**config.mk**
```make
export PLATFORM = sky130hd
export DESIGN_NAME = word_byte_serializer
export DESIGN_NICKNAME = d
export VERILOG_FILES = /design/src/rtl/word_bus_pkg.sv /design/src/rtl/byte_lane_mux.sv /design/src/rtl/word_byte_serializer.sv
export SDC_FILE = /design/constraint.sdc
export NUM_CORES = 1
export LEC_CHECK = 0
export ABC_AREA = 1
export CAP_MARGIN = 20
export CELL_PAD_IN_SITES_DETAIL_PLACEMENT = 1
export CELL_PAD_IN_SITES_GLOBAL_PLACEMENT = 1
export CORE_MARGIN = 1.5
export CORE_UTILIZATION = 31
export DETAILED_ROUTE_END_ITERATION = 8
export PLACE_DENSITY = 0.81
export SLEW_MARGIN = 20
export SYNTH_ARGS = -nofsm -noshare
export SYNTH_HDL_FRONTEND = slang
export SYNTH_SLANG_ARGS = --single-unit
export TNS_END_PERCENT = 30
```
**constraint.sdc**
```tcl
create_clock -name clk -period 1.9 [get_ports clk]
set_clock_uncertainty 0.1 [all_clocks]
set_input_delay 0.475 -clock clk [delete_from_list [all_inputs] [get_ports clk]]
set_output_delay 0.475 -clock clk [all_outputs]
set_load 0.03 [all_outputs]
```
**src/rtl/word_bus_pkg.sv**
```systemverilog
// Shared widths and state encoding for the word <-> byte stream blocks.
package word_bus_pkg;
  localparam int BYTE_W         = 8;
  localparam int BYTES_PER_WORD = 4;
  localparam int WORD_W         = BYTE_W * BYTES_PER_WORD;
  localparam int CNT_W          = $clog2(BYTES_PER_WORD + 1);
  localparam int IDX_W          = $clog2(BYTES_PER_WORD);

  typedef enum logic {IDLE, SEND} state_t;
endpackage

```
**src/rtl/byte_lane_mux.sv**
```systemverilog
// Selects one byte lane of a word; shared with the byte-to-word packer.
module byte_lane_mux #(
  parameter int BYTE_W         = 8,
  parameter int BYTES_PER_WORD = 4,
  parameter int SEL_W          = $clog2(BYTES_PER_WORD)
) (
  input  logic [BYTE_W*BYTES_PER_WORD-1:0] word,
  input  logic [SEL_W-1:0]                 sel,
  output logic [BYTE_W-1:0]                lane
);
  logic [BYTES_PER_WORD-1:0][BYTE_W-1:0] lanes;

  for (genvar g = 0; g < BYTES_PER_WORD; g++) begin : g_lane
    assign lanes[g] = word[g*BYTE_W +: BYTE_W];
  end

  assign lane = lanes[sel];
endmodule

```
**src/rtl/word_byte_serializer.sv**
```systemverilog
// Serializes one word per handshake into an LSB-first byte stream, with
// optional partial last word and no bubble between back-to-back words.
module word_byte_serializer
  import word_bus_pkg::*;
#(
  parameter int BYTE_W         = word_bus_pkg::BYTE_W,
  parameter int BYTES_PER_WORD = word_bus_pkg::BYTES_PER_WORD,
  parameter int CNT_W          = word_bus_pkg::CNT_W
) (
  input  logic                             clk,
  input  logic                             rst,
  input  logic [BYTE_W*BYTES_PER_WORD-1:0] in_word,
  input  logic [CNT_W-1:0]                 in_byte_cnt,
  input  logic                             in_valid,
  output logic                             in_ready,
  output logic [BYTE_W-1:0]                out_byte,
  output logic                             out_valid,
  input  logic                             out_ready,
  output logic                             out_first,
  output logic                             out_last
);
  localparam int SEL_W = $clog2(BYTES_PER_WORD);

  state_t                           state, state_nxt;
  logic [BYTE_W*BYTES_PER_WORD-1:0] word;
  logic [SEL_W-1:0]                 idx;
  logic [CNT_W-1:0]                 cnt;
  logic [CNT_W-1:0]                 cnt_norm;
  logic                             accept, xfer;

  assign out_valid = (state == SEND);
  assign out_first = out_valid && (idx == '0);
  assign out_last  = out_valid && (CNT_W'(idx) == cnt - CNT_W'(1));
  assign xfer      = out_valid && out_ready;
  assign in_ready  = !rst && ((state == IDLE) || (xfer && out_last));
  assign accept    = in_valid && in_ready;

  // Zero or out-of-range counts mean a full word.
  assign cnt_norm = (in_byte_cnt == '0 || in_byte_cnt > CNT_W'(BYTES_PER_WORD))
                    ? CNT_W'(BYTES_PER_WORD) : in_byte_cnt;

  always_ff @(posedge clk) begin
    if (rst) state <= IDLE;
    else     state <= state_nxt;
  end

  always_comb begin
    state_nxt = state;
    case (state)
      IDLE: if (accept) state_nxt = SEND;
      SEND: if (xfer && out_last && !accept) state_nxt = IDLE;
      default: state_nxt = IDLE;
    endcase
  end

  always_ff @(posedge clk) begin
    if (rst) begin
      word <= '0;
      idx  <= '0;
      cnt  <= '0;
    end else if (accept) begin
      word <= in_word;
      idx  <= '0;
      cnt  <= cnt_norm;
    end else if (xfer && !out_last) begin
      idx <= idx + SEL_W'(1);
    end
  end

  byte_lane_mux #(
    .BYTE_W        (BYTE_W),
    .BYTES_PER_WORD(BYTES_PER_WORD)
  ) u_mux (
    .word(word),
    .sel (idx),
    .lane(out_byte)
  );
endmodule

```
# Yosys cells after proc, flatten, opt, wreduce, memory -nomap -nowiden
# Cells that the tools add are included.
[classes] addsub=2 magnitude_cmp=2 eq_ne=1 mux=6 bitwise_logic=1 n_reduce_logical=16
[ops] op="binary-select mux 8 bit (select 2 bit)" n=1
[ops] op="logical AND 1 bit" n=8
[ops] op="two-way mux 8 bit" n=1
[ops] op="equality test 2 x 3 -> 1 bit" n=1
[ops] op="greater-than comparator 3 bit, second input constant" n=1
[ops] op="zero test 1 bit" n=3
[ops] op="zero test 3 bit" n=1
[ops] op="less-than comparator 2 x 3 -> 1 bit, second input constant" n=1
[ops] op="two-way mux 3 bit" n=1
[ops] op="subtractor 3 x 1 -> 3 bit, second input constant" n=1
[ops] op="adder 2 x 1 -> 2 bit, second input constant" n=1
[ops] op="zero test 2 bit" n=1
[ops] op="logical OR 1 bit" n=2
[ops] op="two-way mux 1 bit" n=2
[ops] op="case mux 1 bit (2 select lines)" n=1
[ops] op="OR reduction 2 bit" n=1
[ops] op="NOT 1 bit" n=1
[totals] ff_bits=38 elab_cells=32

# Depth between registers and ports, before layout
# Gate-level depths: netlist of run 1.
[logic_depth] word_depth=11 depth_mapped=12 mapped_depth_nobuf=11

# Modules after synthesis
# Synthesis of run 1 repeated with hierarchy kept, for this count alone.
[unflattened] hier_cells=299 hier_area_um2=2065.7
[by_module_without_submodules] mod="word_byte_serializer" n_inst=1 cells_per_inst=205 area_each_um2=1670.4
[by_module_without_submodules] mod="byte_lane_mux" n_inst=1 cells_per_inst=94 area_each_um2=395.4

# Worst setup path after synthesis of run 1
# OpenSTA, ideal clock, no wires.
[synth_timing] path_type="flip-flop to output port" start="register cnt[0]" end="output port in_ready" arrival_time_ns=1.418 required_time_ns=1.325 slack_ns=-0.093 stages_incl_launch_ff=11 path_buffers=1 cell_sequence="dfxtp_1 -> inv_1 -> ha_1 -> nand2_1 -> inv_1 -> nor2_1 -> nand3_2 -> nand2_4 -> nand2_4 -> nor2_8 -> buf_6"
[synth_between] elab_chain_cells=6
[synth_lines] item="start: declaration" line_no="word_byte_serializer.sv:27" source="logic [CNT_W-1:0] cnt;"
[synth_lines] item="start signal: assignment" line_no="word_byte_serializer.sv:64" source="cnt <= cnt_norm;"
[synth_lines] item="subtractor 3 x 1 -> 3 bit" line_no="word_byte_serializer.sv:33" source="assign out_last = out_valid && (CNT_W'(idx) == cnt - CNT_W'(1));"
[synth_lines] item="equality test 2 x 3 -> 1 bit" line_no="word_byte_serializer.sv:33"
[synth_lines] item="logical AND 1 bit" line_no="word_byte_serializer.sv:33"
[synth_lines] item="logical AND 1 bit" line_no="word_byte_serializer.sv:35" source="assign in_ready = !rst && ((state == IDLE) || (xfer && out_last));"
[synth_lines] item="logical OR 1 bit" line_no="word_byte_serializer.sv:35"
[synth_lines] item="logical AND 1 bit" line_no="word_byte_serializer.sv:35"
[synth_lines] item="end: declaration" line_no="word_byte_serializer.sv:15" source="output logic in_ready,"
# Every way passes these cells.

# Final worst setup path of run 1
# Ends and elaborated chain as after synthesis.

==> metrics.cfg, run 1 <==
[outcome]
status=finished with violations
violations=setup timing

[timing]
worst_slack_ns=-0.299
fin_crit_sh=1.16
min_period_ns=2.20
finalMaxSlewViolations=0
fmax_mhz=455
hold_violations=0
tightest_slew_ns=0.305
hold_slack_ns=0.365
relSlewSlack=0.797
setup_viol=7
tns_ns=-0.632
rsz0062_at_grt=yes

[worst_setup_path]
worstPathRequired_ns=1.32
cp-end-kind=output port
ff2ff_path_depth=12
start_kind=flip-flop
cp_max_fo=2
crit_type=flip-flop to output port
cp.arrival_ns=1.62

[synth]
ys_types=22
synth-main-ff-cell=dfxtp_1
syn_inst=252
netlist_area_sq_um=1890
syn_area_per_cell_sq_um=7.51
synth_seq_cells=38
async_flop_share=0
yosysWarnings=0
ys_seq_area_frac=0.402
synth_edf_count=0
syn_nets=294

[hold_path]
min_path_type=flip-flop to flip-flop
whs_path_depth=2

[power_and_ir_drop]
power_density_nw_per_um2=796
power_leakage_nw=1.31
power_mw=2.29
vdd_drop_max_uv=412

[layout]
finalInstanceArea_sq_um=2870
fin_nets=354
stdcell_count=388
drive_gt1_frac=0.284
syn_to_final_growth_pct=51.8
fill_cells=724
final_common_cell=nand3_1
antenna_cells=0
final_cell_mix=nand3_1 (55), nand2_1 (47), clkdlybuf4s50_1 (38), dfxtp_1 (34), buf_4 (17)
fin_util=0.485

[clocking]
tritoncts=built
clock_path_buffers=2
htreeDepth=2
path_clk_slew_ns=0.08
hold_buffers=0
cts_root_buffer=clkbuf_8
cts.sink_count=38
insertion_delay_ns=0.29
cts_buffers=5

[drt]
wl_um=5570
antenna_left=0
via_count=1875
wl_per_cell_um=14.3
drt-vias-per-instance=4.83
route.detailed.drc=0
drtPass1Iterations=4
drtIter0Drc=91

[global_routing]
grtUsageTotal=0.184
grt_use_met2=0.319
grt_max_degree=33
grt_pass1_wl_um=9070
antenna_found_initial=0
grt_util_met3=0.0371
grt_use_met1=0.221
grt-ovfl-total=0
grt_busiest_layer=met2
grt_pass1_vias=1925

[placed_design]
pre_cts_ws_ns=-0.136
dp.cells=373
gp_congestion=0.752
detailed_place_hpwl_um=3730
place_area_sq_um=2480
portBuffers=50

[floorplanning]
die_x_um=81.1
io_pins=51
die-area_sq_um=6580
die_h_um=81.1
num_rows=28
start_util=0.320
core_sq_um=5920

[run]
drv_cap=0

## sequential cells by signal (all words and copies together), names as in the netlist
signal	flops
cnt	3
out_valid	1
idx	2
word	32
## worst max-delay path, cell delays in order (launching register included)
cell and delay, ns:
dfxtp_2 0.34, inv_2 0.05, ha_4 0.25, nand2_2 0.06, inv_2 0.04, nor2_4 0.09
nand3_2 0.09, nand2_4 0.08, nand2_4 0.06, nor2_8 0.12, buf_6 0.14
## synthesized netlist by cell type (2+ instances only)
library cell | instances | area (sq um)
buf_2 | 6 | 30.0
buf_6 | 6 | 67.6
clkbuf_1 | 6 | 22.5
dfxtp_1 | 38 | 761
ha_1 | 3 | 37.5
inv_1 | 16 | 60.1
nand2_1 | 49 | 184
nand2_4 | 2 | 22.5
nand3_1 | 56 | 280
nand3_2 | 11 | 110
nor2_1 | 24 | 90.1
o21ai_0 | 18 | 90.1
o22ai_1 | 8 | 50.1
## timing repair
| action | CTS | global route |
|---|---|---|
| pin swaps | 9 | 11 |
| resized for setup | 52 | 13 |
| setup buffers | 4 | 2 |
| cloned | 1 | 0 |
| endpoints found under the setup margin | 45 | 48 |
## layer usage
layer,routed length (um),share of wire
met4,106,0.019
met2,2850,0.51
met1,2420,0.43
met3,187,0.034
met5,0,0
## final timing paths
path	endpoint	slack (ns)	start
worst max-delay path	in_ready	-0.30	cnt[0]$_SDFFE_PP0P_
worst min-delay path	word[31]$_SDFFE_PP0P_	0.37	word[31]$_SDFFE_PP0P_
worst max register to register	word[21]$_SDFFE_PP0P_	0.01	cnt[0]$_SDFFE_PP0P_
worst min register to register	word[31]$_SDFFE_PP0P_	0.37	word[31]$_SDFFE_PP0P_
## logic make-up (layout without fill, tap and decap cells)
kind of cell / Yosys count / in the layout / synth area share
fa+ha+maj: 3 / 3 / 0.0198
flops: 38 / 38 / 0.402
buf+inv: 36 / 97 / 0.102
compound gates: 27 / 27 / 0.0767
simple gates: 147 / 147 / 0.395
xor+xnor: 1 / 1 / 0.00463
## report_power, final
| part | internal, mW | switching, mW | total (mW) |
|---|---|---|---|
| clock network | 0.560 | 0.300 | 0.861 |
| logic | 0.259 | 0.278 | 0.537 |
| registers | 0.849 | 0.0380 | 0.887 |
## layout make-up
type | count | area, sq um | share of cell area
Clock inverter | 2 | 60.1 | 0.0209
Timing Repair Buffer | 72 | 757 | 0.264
Inverter | 17 | 68.8 | 0.0240
Tap cell | 75 | 93.8 | 0.0327
Multi-Input combinational cell | 178 | 1040 | 0.363
Sequential cell | 38 | 768 | 0.268
Clock buffer | 6 | 82.6 | 0.0288
Note: power is estimated with default switching activity, not from simulation.
==> run 2: changes to the inputs <==
--- a/config.mk
+++ b/config.mk
@@ -13,6 +13,7 @@
 export CORE_UTILIZATION = 31
 export DETAILED_ROUTE_END_ITERATION = 8
 export PLACE_DENSITY = 0.81
+export SKIP_LAST_GASP = 1
 export SLEW_MARGIN = 20
 export SYNTH_ARGS = -nofsm -noshare
 export SYNTH_HDL_FRONTEND = slang
==> run 2 against run 1 <==
  * The run still ends with setup timing left
  * Die area is the same
  * Non-clock buffer count is the same
  * Sequential power is essentially flat
==> metrics.cfg, run 2 (same netlist as run 1, synthesis figures left out) <==
[placed_design]
portBuffers=50  ; unchanged
dp.cells=373  ; unchanged
gp_congestion=0.752  ; unchanged
place_area_sq_um=2480  ; unchanged
pre_cts_ws_ns=-0.136  ; unchanged
detailed_place_hpwl_um=3730  ; unchanged

[worst_setup_path]
crit_path_max_incr_delay_ns=0.34  ; about the same
crit_type=flip-flop to output port  ; unchanged
ff2ff_path_depth=12  ; unchanged
worstPathRequired_ns=1.32  ; about the same
reg2reg_slack_ns=0.02  ; was 0.01 ns
cpMaxStageDelayCell=dfxtp_2  ; unchanged
cp_max_fo=2  ; unchanged
worstReg2RegStart=cnt[0]$_SDFFE_PP0P_  ; unchanged
start_kind=flip-flop  ; unchanged
crit_chain=inv_2, ha_4, nand2_2, inv_2, nor2_4, nand3_2, nand2_4, nand2_4, nor2_8, buf_6  ; unchanged
cp.arrival_ns=1.63  ; was 1.62 ns
timing.rr.end=word[21]$_SDFFE_PP0P_  ; unchanged
cp-end-kind=output port  ; unchanged

[drt]
wl_per_cell_um=14.3  ; about the same
wl_um=5530  ; was 5570 um
drt-vias-per-instance=4.84  ; was 4.83
route.detailed.drc=0  ; unchanged
drtIter0Drc=86  ; was 91
antenna_left=0  ; unchanged
drtPass1Iterations=4  ; unchanged
via_count=1877  ; was 1875

[timing]
rsz0062_at_grt=yes  ; unchanged
hold_violations=0  ; unchanged
fin_crit_sh=1.16  ; about the same
fmax_mhz=454  ; was 455 MHz
finalMaxSlewViolations=0  ; unchanged
setup_viol=10  ; was 7
min_period_ns=2.20  ; about the same
tightest_slew_ns=0.299  ; was 0.305 ns
worst_slack_ns=-0.301  ; was -0.299 ns
hold_slack_ns=0.361  ; was 0.365 ns
tns_ns=-0.811  ; was -0.632 ns
relSlewSlack=0.800  ; was 0.797

[layout]
syn_to_final_growth_pct=50.4  ; was 51.8%
finalInstanceArea_sq_um=2850  ; was 2870 sq um
final_cell_mix=nand3_1 (56), nand2_1 (48), clkdlybuf4s50_1 (39), dfxtp_1 (34), nor2_1 (20)  ; was nand3_1 (55), nand2_1 (47), clkdlybuf4s50_1 (38), dfxtp_1 (34), buf_4 (17)
fin_nets=354  ; unchanged
largest_register=word  ; unchanged
fin_util=0.481  ; was 0.485
stdcell_count=388  ; unchanged
largest_reg_flops=32  ; unchanged
reg_top3=word x32, cnt x3, idx x2  ; unchanged
drive_gt1_frac=0.259  ; was 0.284
fill_cells=727  ; was 724
final_common_cell=nand3_1  ; unchanged
antenna_cells=0  ; unchanged

[floorplanning]
core_sq_um=5920  ; unchanged
die-area_sq_um=6580  ; unchanged
num_rows=28  ; unchanged
die_h_um=81.1  ; unchanged
start_util=0.320  ; unchanged
io_pins=51  ; unchanged
die_x_um=81.1  ; unchanged

[global_routing]
grt_pass1_wl_um=9030  ; was 9070 um
antenna_found_initial=0  ; unchanged
grt_max_degree=33  ; unchanged
grtUsageTotal=0.183  ; was 0.184
grt_pass1_vias=1920  ; was 1925
grt-ovfl-total=0  ; unchanged

[hold_path]
min_path_type=flip-flop to flip-flop  ; unchanged
hold_start=word[7]$_SDFFE_PP0P_  ; was word[31]$_SDFFE_PP0P_
whs_path_depth=2  ; unchanged
worstHoldEndpoint=word[7]$_SDFFE_PP0P_  ; was word[31]$_SDFFE_PP0P_

[clocking]
cts_buffers=5  ; unchanged
cts.sink_count=38  ; unchanged
insertion_delay_ns=0.29  ; about the same
tritoncts=built  ; unchanged
hold_buffers=0  ; unchanged
path_clk_slew_ns=0.08  ; about the same
clock_path_buffers=2  ; unchanged
cts_root_buffer=clkbuf_8  ; unchanged
htreeDepth=2  ; unchanged

[outcome]
status=finished with violations  ; unchanged
violations=setup timing  ; unchanged

[power_and_ir_drop]
power_density_nw_per_um2=800  ; was 796 nW/um^2
power_mw=2.28  ; was 2.29 mW
power_leakage_nw=1.30  ; was 1.31 nW
vdd_drop_max_uv=413  ; was 412 uV

[run]
drv_cap=0  ; unchanged

[run 2: cell types whose count changed in the layout (fill, tap and decap cells not counted), moves of 2 or more]
| cell | change |
|---|---|
| nor2_2 | -5 |
| nor2_1 | +5 |
| o21ai_1 | -2 |
| o21ai_0 | +3 |
[run 2: metal layers]
layer | wire length, um | vias to the layer above | global-route usage
met5 | 0 | - | 0
met4 | 133 | 0 | 0.0707
met3 | 218 | 11 | 0.0371
met2 | 2810 | 53 | 0.317
met1 | 2370 | 862 | 0.221
li1 | - | 951 | -
[run 2: final cells by class]
| class | instances | area (sq um) | area share |
|---|---|---|---|
| multi-input combinational | 178 | 1020 | 0.358 |
| sequential | 38 | 768 | 0.270 |
| timing repair buffer | 72 | 754 | 0.265 |
| tap | 75 | 93.8 | 0.0330 |
| clock buffer | 6 | 82.6 | 0.0290 |
| inverter | 17 | 68.8 | 0.0242 |
| clock inverter | 2 | 60.1 | 0.0211 |
[run 2: critical path: cells and delay by family (launching register included)]
kind,cells,cell delay [ns]
fa+ha+maj,1,0.25
buf+inv,3,0.24
simple gates,6,0.50
flops,1,0.34
[run 2: report_power, final]
part | switching [mW] | internal, mW
Sequential | 0.0365 | 0.849
Combinational | 0.274 | 0.256
Clock | 0.301 | 0.560
Total | 0.611 | 1.67
[run 2: worst max path at each step]
stage                     slack, ns           startpoint       end
after global placement        -0.14            out_ready  in_ready
after CTS                     -0.34  cnt[1]$_SDFFE_PP0P_  in_ready
after global routing          -0.39  cnt[0]$_SDFFE_PP0P_  in_ready
after floorplan               -0.05  cnt[0]$_SDFFE_PP0P_  in_ready
after detailed placement      -0.14            out_ready  in_ready
final                         -0.30  cnt[0]$_SDFFE_PP0P_  in_ready
[run 2: repair_timing]
item                       CTS  global route
pin swaps                    9             6
gates resized for setup     46             6
cloned                       1             0
setup buffers                4             2
setup endpoints to repair   45            49
==> run 3: changes to the inputs <==
==> constraint.sdc (replaced) <==
create_clock -name clk -period 1.9 [get_ports clk]
set_clock_uncertainty 0.1 [all_clocks]
set_input_delay 0.475 -clock clk [delete_from_list [all_inputs] [get_ports clk]]
set_output_delay 0.475 -clock clk [all_outputs]
set_load 0.01 [all_outputs]
==> run 3 against run 2 <==
  * Via count grew 4.9%
  * Highest routed layer unchanged
  * Critical path type unchanged
  * The run still ends with setup timing left
  * Non-clock buffer count grew 9
  * Global-route usage shrank 0.58 points
  * Power shrank 15%
==> metrics.cfg, run 3 (same netlist as run 1, synthesis figures left out) <==
[outcome]
status=finished with violations  ; unchanged
violations=setup timing  ; unchanged

[timing]
rsz0062_at_grt=yes  ; unchanged
hold_violations=0  ; unchanged
relSlewSlack=0.790  ; was 0.800
fmax_mhz=466  ; was 454 MHz
worst_slack_ns=-0.246  ; was -0.301 ns
finalMaxSlewViolations=0  ; unchanged
fin_crit_sh=1.13  ; was 1.16
tns_ns=-0.603  ; was -0.811 ns
min_period_ns=2.15  ; was 2.20 ns
tightest_slew_ns=0.315  ; was 0.299 ns
setup_viol=9  ; was 10

[worst_setup_path]
cpMaxStageDelayCell=dfxtp_2  ; unchanged
crit_chain=inv_2, ha_4, nand2_2, inv_2, nor2_4, nand3_2, nand2_4, nand2_4, nor2_8, buf_6  ; unchanged
reg2reg_slack_ns=-0.02  ; was 0.02 ns
worstReg2RegStart=cnt[0]$_SDFFE_PP0P_  ; unchanged
cp-end-kind=output port  ; unchanged
cp.arrival_ns=1.57  ; was 1.63 ns
crit_path_max_incr_delay_ns=0.35  ; was 0.34 ns
crit_path_start=cnt[0]$_SDFFE_PP0P_  ; unchanged
cp_max_fo=2  ; unchanged
crit_type=flip-flop to output port  ; unchanged
worstPathRequired_ns=1.32  ; about the same
start_kind=flip-flop  ; unchanged

[layout]
fin_nets=363  ; was 354
largest_register=word  ; unchanged
antenna_cells=0  ; unchanged
largest_reg_flops=32  ; unchanged
final_cell_mix=nand3_1 (56), nand2_1 (48), clkdlybuf4s50_1 (39), dfxtp_1 (34), buf_4 (21)  ; was nand3_1 (56), nand2_1 (48), clkdlybuf4s50_1 (39), dfxtp_1 (34), nor2_1 (20)
reg_top3=word x32, cnt x3, idx x2  ; unchanged
fin_util=0.478  ; was 0.481
fill_cells=723  ; was 727
final_common_cell=nand3_1  ; unchanged
syn_to_final_growth_pct=49.5  ; was 50.4%
drive_gt1_frac=0.301  ; was 0.259

[drt]
route.detailed.drc=0  ; unchanged
drtPass1Iterations=4  ; unchanged
drtIter0Drc=66  ; was 86
wl_per_cell_um=14.6  ; was 14.3 um
via_count=1969  ; was 1877
wl_um=5780  ; was 5530 um
antenna_left=0  ; unchanged
drt-vias-per-instance=4.96  ; was 4.84

[floorplanning]
die_h_um=81.1  ; unchanged
start_util=0.320  ; unchanged
core_sq_um=5920  ; unchanged
die-area_sq_um=6580  ; unchanged
die_x_um=81.1  ; unchanged
io_pins=51  ; unchanged
num_rows=28  ; unchanged

[clocking]
cts_buffers=5  ; unchanged
insertion_delay_ns=0.31  ; was 0.29 ns
hold_buffers=0  ; unchanged
path_clk_slew_ns=0.08  ; about the same
cts_root_buffer=clkbuf_8  ; unchanged
htreeDepth=2  ; unchanged
cts.sink_count=38  ; unchanged
tritoncts=built  ; unchanged
clock_path_buffers=2  ; unchanged

[global_routing]
grt_pass1_vias=1878  ; was 1920
grt_pass1_wl_um=8710  ; was 9030 um
grt-ovfl-total=0  ; unchanged
antenna_found_initial=0  ; unchanged
grtUsageTotal=0.177  ; was 0.183
grt_max_degree=40  ; was 33

[placed_design]
detailed_place_hpwl_um=3880  ; was 3730 um
pre_cts_ws_ns=-0.503  ; was -0.136 ns
gp_congestion=0.746  ; was 0.752
portBuffers=50  ; unchanged

[power_and_ir_drop]
power_leakage_nw=1.32  ; was 1.30 nW
power_density_nw_per_um2=688  ; was 800 nW/um^2
vdd_drop_max_uv=390  ; was 413 uV

[hold_path]
hold_start=word[3]$_SDFFE_PP0P_  ; was word[7]$_SDFFE_PP0P_
min_path_type=flip-flop to flip-flop  ; unchanged

[run]
drv_cap=0  ; unchanged

run 3: where the power goes:
part | total (mW) | internal [mW] | switching (mW) | leakage [nW]
sequential | 0.890 | 0.849 | 0.0409 | 0.314
clock | 0.587 | 0.293 | 0.295 | 0.0482
combinational | 0.468 | 0.239 | 0.230 | 0.957
total | 1.95 | 1.38 | 0.565 | 1.32
run 3: layer usage:
layer / global-route usage / part of all wire
met2: 0.314 / 0.52
met5: 0 / 0
met4: 0.0724 / 0.016
met1: 0.211 / 0.43
met3: 0.0281 / 0.031
run 3: area by class of cell:
type	instances	area, sq um	area share
clock inverter	1	5.00	0.00177
multi-input combinational	178	1040	0.366
clock buffer	7	86.3	0.0305
inverter	17	71.3	0.0252
tap	75	93.8	0.0332
timing repair buffer	81	766	0.271
sequential	38	771	0.272
run 3: through the flow:
stage               instance area, sq um  hold slack (ns)  power (mW)  cells
floorplan                           1890            0.334        1.11    252
global placement                    2610            0.347        1.34    382
detailed placement                  2610            0.350        1.35    382
CTS                                 2730            0.359        1.93    390
global route                        2830            0.385        2.03    397
finish                              2830            0.367        1.95    397
run 3: repair_timing:
item	4_1_cts	5_1_grt
resized for setup	65	30
buffers inserted	0	7
endpoints found under the setup margin	46	49
pin swaps	6	8
run 3: critical path, delay by kind of cell (launching register included):
family                   cells  cell delay [ns]
AND/OR/NAND/NOR              6             0.47
flip-flops                   1             0.35
adder cells (fa/ha/maj)      1             0.24
buffers and inverters        3             0.20
run 3: worst paths after layout:
path	endpoint	depth (start not counted)
setup reg to reg	idx[0]$_SDFFE_PP0P_	12
hold / removal	word[3]$_SDFFE_PP0P_	2
hold reg to reg	word[3]$_SDFFE_PP0P_	2
setup / recovery	in_ready	10
